## config.mk

```make
export PLATFORM = sky130hd
export DESIGN_NAME = network_interface
export DESIGN_NICKNAME = d
export VERILOG_FILES = /design/src/rtl/ni_pkg.sv /design/src/rtl/sync_fifo.sv /design/src/rtl/network_interface.sv
export SDC_FILE = /design/constraint.sdc
export NUM_CORES = 1
export LEC_CHECK = 0
export CAP_MARGIN = 20
export CORE_UTILIZATION = 35
export CTS_BUF_LIST = sky130_fd_sc_hd__clkbuf_8
export CTS_CLUSTER_DIAMETER = 60
export DETAILED_ROUTE_END_ITERATION = 10
export MAX_ROUTING_LAYER = met4
export SLEW_MARGIN = 20
export SYNTH_ARGS = -nofsm -noshare
export SYNTH_HDL_FRONTEND = slang
export SYNTH_HIERARCHICAL = 1
export SYNTH_SLANG_ARGS = --single-unit
export TNS_END_PERCENT = 100
```

## constraint.sdc

```tcl
create_clock -name clk -period 3.65 [get_ports clk]
set_input_delay 1.095 -clock clk [delete_from_list [all_inputs] [get_ports clk]]
set_output_delay 1.095 -clock clk [all_outputs]
set_load 0.02 [all_outputs]
```

## src/rtl/ni_pkg.sv

```systemverilog
// Shared definitions for the network interface: flit type tags, FSM state
// encodings and the flit width derived from the processor word width.
package ni_pkg;

  localparam logic [1:0] FLIT_HEAD = 2'b01;
  localparam logic [1:0] FLIT_TAIL = 2'b10;

  typedef enum logic [1:0] {
    TX_IDLE,
    TX_HEAD,
    TX_TAIL
  } tx_state_t;

  typedef enum logic [1:0] {
    RX_HEAD,
    RX_TAIL,
    RX_DROP,
    RX_DELIVER
  } rx_state_t;

  // A flit carries one payload word plus a two-bit type tag above it.
  function automatic int flit_width(input int data_w);
    return data_w + 2;
  endfunction

endpackage

```

## src/rtl/sync_fifo.sv

```systemverilog
// Single-clock FIFO with combinational read data at the head entry.
// DEPTH must be a power of two so the pointers wrap naturally.
module sync_fifo #(
  parameter int WIDTH = 8,
  parameter int DEPTH = 4
) (
  input  logic                     clk,
  input  logic                     rst,
  input  logic                     push,
  input  logic [WIDTH-1:0]         din,
  input  logic                     pop,
  output logic [WIDTH-1:0]         dout,
  output logic                     full,
  output logic                     empty,
  output logic [$clog2(DEPTH):0]   count
);

  localparam int AW = $clog2(DEPTH);
  localparam logic [AW:0] FULL_COUNT = (AW + 1)'(DEPTH);

  logic [WIDTH-1:0] mem [DEPTH];
  logic [AW-1:0]    wr_ptr;
  logic [AW-1:0]    rd_ptr;
  logic             do_push;
  logic             do_pop;

  assign full    = (count == FULL_COUNT);
  assign empty   = (count == '0);
  assign do_push = push && !full;
  assign do_pop  = pop && !empty;
  assign dout    = mem[rd_ptr];

  always_ff @(posedge clk) begin
    if (do_push) mem[wr_ptr] <= din;
  end

  // Simultaneous push and pop moves both pointers and leaves count alone.
  always_ff @(posedge clk or posedge rst) begin
    if (rst) begin
      wr_ptr <= '0;
      rd_ptr <= '0;
      count  <= '0;
    end else begin
      if (do_push) wr_ptr <= wr_ptr + AW'(1);
      if (do_pop)  rd_ptr <= rd_ptr + AW'(1);
      case ({do_push, do_pop})
        2'b10:   count <= count + (AW + 1)'(1);
        2'b01:   count <= count - (AW + 1)'(1);
        default: count <= count;
      endcase
    end
  end

endmodule

```

## src/rtl/network_interface.sv

```systemverilog
// Processor-to-NoC interface: queues processor words and sends each as a
// HEAD/TAIL packet; receives HEAD/TAIL packets and hands the word to the processor.
module network_interface
  import ni_pkg::*;
#(
  parameter int DATA_W     = 32,
  parameter int ADDR_W     = 2,
  parameter int FIFO_DEPTH = 4
) (
  input  logic                          clk,
  input  logic                          rst,
  input  logic [ADDR_W-1:0]             current_node,
  input  logic                          proc_valid,
  input  logic [ADDR_W-1:0]             proc_dest_add,
  input  logic [DATA_W-1:0]             proc_data,
  output logic                          mips_ni,
  output logic [flit_width(DATA_W)-1:0] flit_out,
  output logic                          flit_out_valid,
  input  logic                          flit_out_ready,
  input  logic [flit_width(DATA_W)-1:0] flit_in,
  input  logic                          flit_in_valid,
  output logic                          flit_in_ready,
  output logic [DATA_W-1:0]             data_to_proc,
  output logic [ADDR_W-1:0]             src_add_out,
  output logic                          data_valid,
  input  logic                          proc_ready_in,
  output logic                          rx_err
);

  localparam int FLIT_W  = flit_width(DATA_W);
  localparam int ENTRY_W = ADDR_W + DATA_W;
  localparam int CW      = $clog2(FIFO_DEPTH);
  localparam logic [CW:0] FIFO_FULL_COUNT = (CW + 1)'(FIFO_DEPTH);

  logic               fifo_push;
  logic               fifo_pop;
  logic               fifo_full;
  logic               fifo_empty;
  logic [ENTRY_W-1:0] fifo_dout;
  logic [CW:0]        fifo_count;

  assign mips_ni   = !rst && !fifo_full;
  assign fifo_push = proc_valid && mips_ni;

  sync_fifo #(
    .WIDTH(ENTRY_W),
    .DEPTH(FIFO_DEPTH)
  ) u_tx_fifo (
    .clk  (clk),
    .rst  (rst),
    .push (fifo_push),
    .din  ({proc_dest_add, proc_data}),
    .pop  (fifo_pop),
    .dout (fifo_dout),
    .full (fifo_full),
    .empty(fifo_empty),
    .count(fifo_count)
  );

  full_matches_count: assert property (@(posedge clk) disable iff (rst)
    fifo_full == (fifo_count == FIFO_FULL_COUNT));

  tx_state_t         tx_state;
  tx_state_t         tx_next;
  logic [ADDR_W-1:0] hold_dest;
  logic [DATA_W-1:0] hold_data;
  logic [DATA_W-1:0] head_payload;

  always_ff @(posedge clk or posedge rst) begin
    if (rst) begin
      tx_state  <= TX_IDLE;
      hold_dest <= '0;
      hold_data <= '0;
    end else begin
      tx_state <= tx_next;
      if (fifo_pop) {hold_dest, hold_data} <= fifo_dout;
    end
  end

  always_comb begin
    head_payload = '0;
    head_payload[2*ADDR_W-1:ADDR_W] = current_node;
    head_payload[ADDR_W-1:0]        = hold_dest;
  end

  // The flit is a pure function of state and held entry, so it stays put under back-pressure.
  always_comb begin
    tx_next        = tx_state;
    fifo_pop       = 1'b0;
    flit_out       = '0;
    flit_out_valid = 1'b0;
    case (tx_state)
      TX_IDLE: begin
        if (!fifo_empty) begin
          fifo_pop = 1'b1;
          tx_next  = TX_HEAD;
        end
      end
      TX_HEAD: begin
        flit_out_valid = 1'b1;
        flit_out       = {FLIT_HEAD, head_payload};
        if (flit_out_ready) tx_next = TX_TAIL;
      end
      TX_TAIL: begin
        flit_out_valid = 1'b1;
        flit_out       = {FLIT_TAIL, hold_data};
        if (flit_out_ready) tx_next = TX_IDLE;
      end
      default: tx_next = TX_IDLE;
    endcase
  end

  rx_state_t         rx_state;
  rx_state_t         rx_next;
  logic [1:0]        in_type;
  logic [ADDR_W-1:0] in_src;
  logic [ADDR_W-1:0] in_dest;
  logic              in_xfer;
  logic              cap_src;
  logic              cap_data;
  logic              set_err;
  logic [ADDR_W-1:0] src_q;
  logic [DATA_W-1:0] data_q;
  logic              err_q;

  assign in_type       = flit_in[FLIT_W-1:DATA_W];
  assign in_src        = flit_in[2*ADDR_W-1:ADDR_W];
  assign in_dest       = flit_in[ADDR_W-1:0];
  assign flit_in_ready = (rx_state != RX_DELIVER);
  assign in_xfer       = flit_in_valid && flit_in_ready;

  // A HEAD arriving where a TAIL was due is an error but still starts a fresh packet.
  always_comb begin
    rx_next  = rx_state;
    cap_src  = 1'b0;
    cap_data = 1'b0;
    set_err  = 1'b0;
    case (rx_state)
      RX_HEAD, RX_TAIL: begin
        if (in_xfer) begin
          if (in_type == FLIT_HEAD) begin
            if (rx_state == RX_TAIL) set_err = 1'b1;
            if (in_dest == current_node) begin
              cap_src = 1'b1;
              rx_next = RX_TAIL;
            end else begin
              set_err = 1'b1;
              rx_next = RX_DROP;
            end
          end else if (rx_state == RX_TAIL && in_type == FLIT_TAIL) begin
            cap_data = 1'b1;
            rx_next  = RX_DELIVER;
          end else begin
            set_err = 1'b1;
            rx_next = RX_HEAD;
          end
        end
      end
      RX_DROP: begin
        if (in_xfer) begin
          if (in_type != FLIT_TAIL) set_err = 1'b1;
          rx_next = RX_HEAD;
        end
      end
      RX_DELIVER: begin
        if (proc_ready_in) rx_next = RX_HEAD;
      end
      default: rx_next = RX_HEAD;
    endcase
  end

  always_ff @(posedge clk or posedge rst) begin
    if (rst) begin
      rx_state <= RX_HEAD;
      src_q    <= '0;
      data_q   <= '0;
      err_q    <= 1'b0;
    end else begin
      rx_state <= rx_next;
      if (cap_src)  src_q  <= in_src;
      if (cap_data) data_q <= flit_in[DATA_W-1:0];
      if (set_err)  err_q  <= 1'b1;
    end
  end

  assign data_valid   = (rx_state == RX_DELIVER);
  assign data_to_proc = data_q;
  assign src_add_out  = src_q;
  assign rx_err       = err_q;

endmodule
```

==> out/metrics.yaml, run 1 <==
final_layout:
  fillers: 2065
  stdcell_area_um2: 11200
  multiInputGateArea_um2: 2300
  final_util_pct: 46.3
  synthToLayoutAreaGrowth_pct: 30.1
  drive_gt1_share_pct: 25.7
  nNetsFinal: 716
  seqCellArea_um2: 6090
  stdcell_count: 978
die:
  io_pins: 149
  core_area_um2: 24200
  dieArea_um2: 25200
  die_w_um: 159
  die_h_um: 159
  std_cell_rows: 57
  initial_core_util_pct: 35.6
timing:
  worst_slew_pin_slew_ns: 0.910
  finalSetupTns_ns: 0
  post-route-period-util_pct: 97.8
  postLayoutSetupSlackWorst_ns: 0.0797
  fmax_mhz: 280
  hold_slack_ns: 0.483
  finalHoldViolations: 0
  rsz0062_at_grt: "no"
  min_period_ns: 3.57
  finalClockSkew_ns: 0.0163
  slew_headroom_pct: 39.3
  slew_violations: 0
  setup_viol: 0
outcome:
  outcome: "completed"
logic_synthesis:
  yosys.area_share.simple_pct: 4.35
  synth_xor_area_share_pct: 0.916
  yosysMostFrequentCell: "edfxtp_1"
  synth_top_area_cell: "edfxtp_1"
  syn_inst: 447
  async_reset_ff_share_pct: 37.0
  synth_common_cells: "edfxtp_1 (136), dfrtp_1 (80), mux2_2 (69)"
  netlist_area_um2: 8600
  synth_top_area_share_pct: 47.5
  synth_fa_ha_area_share_pct: 1.83
  synthFlopType: "edfxtp_1"
  synth.area.top_cells: "edfxtp_1 (47%), dfrtp_1 (23%), mux2_2 (9.0%)"
  synth.area.mux_share_pct: 18.7
  synth-edff-count: 136
  yosysSeqAreaShare_pct: 70.7
  yosysUniqueCellTypes: 36
  synth-compound-area-share_pct: 0.844
  syn-num-nets: 535
  synth_top_family_by_area: "multiplexers"
  ys_warn_count: 6
  avgSynthCellArea_um2: 19.2
  synth_seq_cells: 216
global_routing:
  grtUsageTotal_pct: 15.4
  overflow: 0
  grt_pass1_vias: 5093
  grt_pass1_wl_um: 28800
  grt_max_degree: 50
  antenna_found_initial: 1
critical_path:
  worstSetupPathType: "input port to output port"
  critPathMaxFanout: 2
  arrival_ns: 2.48
  startpoint_type: "input port"
  crit_path_end_kind: "output port"
  crit_start: "current_node[1]"
  cp.required_ns: 2.55
  rr_startpoint: "u_tx_fifo/count[0]"
power_and_ir_drop:
  switching_share_pct: 30.6
  clock_power_share_pct: 24.1
  p_switching_mw: 2.55
  seq_power_share_pct: 42.4
  p_int_mw: 5.78
  power.total_mw: 8.33
  powerDensity_nw_per_um2: 744
  power.leakage_nw: 4.29
  vdd_ir_drop_max_uv: 379
  p_comb_share_pct: 33.5
place:
  portBuffers: 148
  placed_area_um2: 10500
  dp_slack_ns: 0.0663
  hpwl_um: 11900
  dp.cells: 913
  gp_congestion: 0.861
clock_network:
  clk_pin_slew_ns: 0.06
  hold_buffers: 0
  h-tree-depth: 2
  clock-sinks: 216
  cts_tree: "yes"
  clockRootBuffer: "clkbuf_8"
  cts_buffers: 37
  clk_path_buf_depth: 3
  clock_latency_ns: 0.51
drt:
  wire_per_inst_um: 18.6
  initialDrtViolationCount: 258
  ant_nets: 0
  viasPerCell: 4.69
  via_count: 4585
  wl_um: 18200
  drcViolationCount: 0
  dr.pass1.iters: 4
flow_run:
  cap_violations: 0
worst_hold_path:
  holdCritStartpoint: "rx_err"
  hold_path_class: "flip-flop to flip-flop"
==> worst max-delay path, cell delays in order <==
cell	delay (ns)
clkdlybuf4s50_1	0.50
a22oi_1	0.10
nor2b_1	0.15
clkdlybuf4s50_1	0.62
==> cell families (layout without fill, tap and decap cells) <==
| family | Yosys count | after routing |
|---|---|---|
| other | 0 | 1 |
| buffers and inverters | 35 | 241 |
| multiplexers | 107 | 107 |
| adder cells (fa/ha/maj) | 12 | 12 |
| AO/OA/AOI/OAI | 9 | 9 |
| AND/OR/NAND/NOR | 59 | 59 |
| XOR/XNOR | 9 | 9 |
| flip-flops | 216 | 216 |
==> layer usage <==
metal  routed length [µm]  vias up  global-route usage [%]
met5                    0        -                       -
met4                  471        0                    5.74
met3                 1380       45                    3.87
met2                 8540      198                    24.1
met1                 7800     2252                    19.4
li1                     -     2090                       -
==> layout by cell type (no fill, tap or decap), types with 2 or more instances in the layout <==
master | Yosys | routed
clkdlybuf4s50_1 | 0 | 146
edfxtp_1 | 136 | 136
dfrtp_1 | 80 | 78
mux2_2 | 69 | 69
clkbuf_8 | 0 | 38
and3_1 | 29 | 29
mux4_2 | 28 | 28
inv_1 | 12 | 24
buf_4 | 1 | 13
ha_1 | 11 | 11
clkinv_1 | 0 | 9
mux4_1 | 6 | 6
xnor2_1 | 5 | 5
nor2b_1 | 6 | 5
nor2_1 | 4 | 4
xor2_1 | 4 | 4
a22oi_1 | 4 | 4
buf_12 | 3 | 4
and2_2 | 0 | 4
nand2_1 | 3 | 3
nand3_1 | 2 | 2
nand2b_1 | 2 | 2
nor2b_2 | 2 | 2
nand3b_1 | 2 | 2
mux2i_1 | 2 | 2
clkinv_2 | 0 | 2
mux2_1 | 2 | 2
bufinv_16 | 0 | 2
dlymetal6s2s_1 | 0 | 2
dfrtp_2 | 0 | 2
==> cell type report <==
type,instances,share of cell area [%]
diodes,1,0.0224
flip-flops and latches,216,54.4
well taps,324,3.62
inverters,12,0.414
clock buffers,38,4.67
clock inverters,26,1.39
multi-input cells,196,20.6
repair buffers,165,14.9
==> registers in the layout, summed over array words and instances (netlist names) <==
signal	count
data_to_proc	32
hold_data	32
hold_dest	2
rx_err	1
rx_state	2
src_add_out	2
tx_state	2
u_tx_fifo/count	3
u_tx_fifo/mem	136
u_tx_fifo/rd_ptr	2
u_tx_fifo/wr_ptr	2
==> power by group through the flow <==
stage,combinational [mW],clock (mW),sequential (mW)
finish,2.79,2.01,3.53
CTS,2.86,2.10,3.55
detailed placement,2.84,0,3.59
global placement,2.79,0,3.56
floorplan,1.85,0,3.53
global route,3.02,2.19,3.61
==> timing repair <==
| item | in CTS | in global routing |
|---|---|---|
| endpoints found under the setup margin | 0 | 2 |
| setup buffers | 0 | 0 |
| gates resized for setup | 0 | 2 |
==> final timing paths <==
check                                       to  slack (ns)  cells after the start
hold reg to reg                         rx_err        0.48                      1
setup reg to reg            u_tx_fifo/count[2]        1.24                     11
min in group asynchronous  u_tx_fifo/wr_ptr[1]        0.93                      2
setup / recovery                   flit_out[3]        0.08                      4
hold / removal                          rx_err        0.48                      1
max in group asynchronous     data_to_proc[19]        1.94                      3
(Power assumes the default switching activity.)
==> inputs of run 2 (changes only) <==
- CORE_ASPECT_RATIO: unset -> 0.9
- CORE_UTILIZATION: 35 -> 47
- PLACE_DENSITY: unset -> 0.72
==> out/metrics.yaml, run 2 (synthesis results as in run 1) <==
timing:
  min_period_ns: 3.57  # +0.00283 ns
  hold_slack_ns: 0.483  # -0.000179 ns
  finalClockSkew_ns: 0.0140  # -0.00223 ns
  slew_headroom_pct: 38.4  # -0.96 points
  fmax_mhz: 280  # about the same
  finalHoldViolations: 0  # unchanged
  slew_violations: 0  # unchanged
  finalSetupTns_ns: 0  # unchanged
  worst_slew_pin_slew_ns: 0.924  # +0.0143 ns
  rsz0062_at_grt: "no"
  setup_viol: 0  # unchanged
  post-route-period-util_pct: 97.9  # about the same
die:
  io_pins: 149  # unchanged
  core_area_um2: 17800  # -26%
  std_cell_rows: 46  # -19%
  initial_core_util_pct: 48.4  # +13 points
  die_h_um: 130  # -18%
  die_w_um: 145  # -8.9%
  dieArea_um2: 18800  # -25%
final_layout:
  seqCellArea_um2: 6090  # unchanged
  final_cell_mix: "clkdlybuf4s50_1 (148), edfxtp_1 (136), dfrtp_1 (78)"
  final_util_pct: 62.2  # +16 points
  fillers: 1293  # -37%
  stdcell_area_um2: 11100  # -1.1%
  regMostFlops: "u_tx_fifo/mem"
  synthToLayoutAreaGrowth_pct: 28.7
  final_common_cell: "clkdlybuf4s50_1"
  multiInputGateArea_um2: 2300  # unchanged
  drive_gt1_share_pct: 26.7  # +0.99 points
  nNetsFinal: 715  # -0.14%
  largest_reg_flops: 136  # unchanged
power_and_ir_drop:
  power.total_mw: 8.22  # -1.3%
  vdd_ir_drop_max_uv: 361  # -4.9%
  powerDensity_nw_per_um2: 743  # -0.22%
  power.leakage_nw: 4.26  # -0.52%
drt:
  viasPerCell: 5.12  # +9.3%
  drcViolationCount: 0  # unchanged
  wl_um: 16600  # -8.9%
  dr.pass1.iters: 4  # unchanged
  wire_per_inst_um: 18.5  # -0.55%
  initialDrtViolationCount: 166  # -36%
  via_count: 4590  # +0.11%
  ant_nets: 0  # unchanged
clock_network:
  h-tree-depth: 2  # unchanged
  cts_buffers: 36  # -2.7%
  cts_setup_buffers: 0  # unchanged
  clock-sinks: 216  # unchanged
  clock_latency_ns: 0.51  # about the same
  cts_tree: "yes"
  clockRootBuffer: "clkbuf_8"
  hold_buffers: 0  # unchanged
  clk_pin_slew_ns: 0.06  # about the same
  clk_path_buf_depth: 3  # unchanged
  ctsResizeCount: 0  # unchanged
critical_path:
  critPathMaxFanout: 2  # unchanged
  cp_cell_sequence: "clkdlybuf4s50_1, a22oi_1, nor2b_1, clkdlybuf4s50_1"
  arrival_ns: 2.48  # about the same
  reg2reg_depth: 11  # unchanged
  worstSetupPathType: "input port to output port"
  crit_path_end_kind: "output port"
  crit_start: "current_node[1]"
  startpoint_type: "input port"
  rr_startpoint: "u_tx_fifo/count[0]"
  rrSetupSlack_ns: 1.40  # +0.16 ns
  slowest_delay_ns: 0.62  # about the same
  slowest_stage: "clkdlybuf4s50_1"
  cpMostUsedCell: "clkdlybuf4s50_1"
  timing.rr.end: "u_tx_fifo/count[2]"
  cp.required_ns: 2.55  # about the same
place:
  gp_congestion: 0.747  # -13%
  portBuffers: 148  # unchanged
  placed_area_um2: 10400  # -1.2%
  hpwl_um: 10600  # -10%
flow_run:
  cap_violations: 0  # unchanged
global_routing:
  overflow: 0  # unchanged
  grt_max_degree: 36  # -28%
  antenna_found_initial: 0  # -1
  grt_pass1_wl_um: 26000  # -9.7%
  grtUsageTotal_pct: 19.3  # +3.9 points
  grt_pass1_vias: 5015  # -1.5%
worst_hold_path:
  holdCritStartpoint: "data_to_proc[23]"
  hold_path_class: "flip-flop to flip-flop"
  min_to: "data_to_proc[23]"
  holdPathStages: 1  # unchanged
outcome:
  outcome: "completed"
==> run 2: report_power, final <==
group / internal (mW) / leakage [nW] / switching, mW
Sequential: 3.17 / 2.21 / 0.350
Combinational: 1.50 / 1.65 / 1.24
Clock: 1.07 / 0.408 / 0.895
Total: 5.73 / 4.26 / 2.49
==> run 2: per-layer routing <==
layer | global-route usage, % | wire, µm
met5 | - | 0
met4 | 6.44 | 281
met3 | 5.17 | 1330
met2 | 32.4 | 8110
met1 | 22.6 | 6850
==> run 2: worst max-delay path by stage <==
stage                                to  cells after the start
global route                flit_out[3]                      4
global placement            flit_out[2]                      4
CTS                         flit_out[2]                      4
detailed placement          flit_out[2]                      4
finish                      flit_out[3]                      4
floorplan           u_tx_fifo/mem[0][0]                      4
==> run 2: final cells by class <==
class,instances,area share [%]
Sequential cell,216,55.0
Tap cell,240,2.71
Clock buffer,43,5.35
Timing Repair Buffer,165,14.8
Antenna cell,1,0.0226
Clock inverter,23,0.916
Multi-Input combinational cell,196,20.8
Inverter,12,0.418
==> run 2: through the flow <==
stage,std cells,setup slack [ns]
floorplan,447,0.554
global placement,829,0.0731
detailed placement,829,0.0574
CTS,895,0.0561
global route,895,0.00168
finish,896,0.0769
==> run 2: worst max-delay path: cells and delay by family <==
kind / cells / cell delay [ns]
AOI/OAI and AO/OA: 1 / 0.11
buffers and inverters: 2 / 1.15
and+or+nand+nor: 1 / 0.13
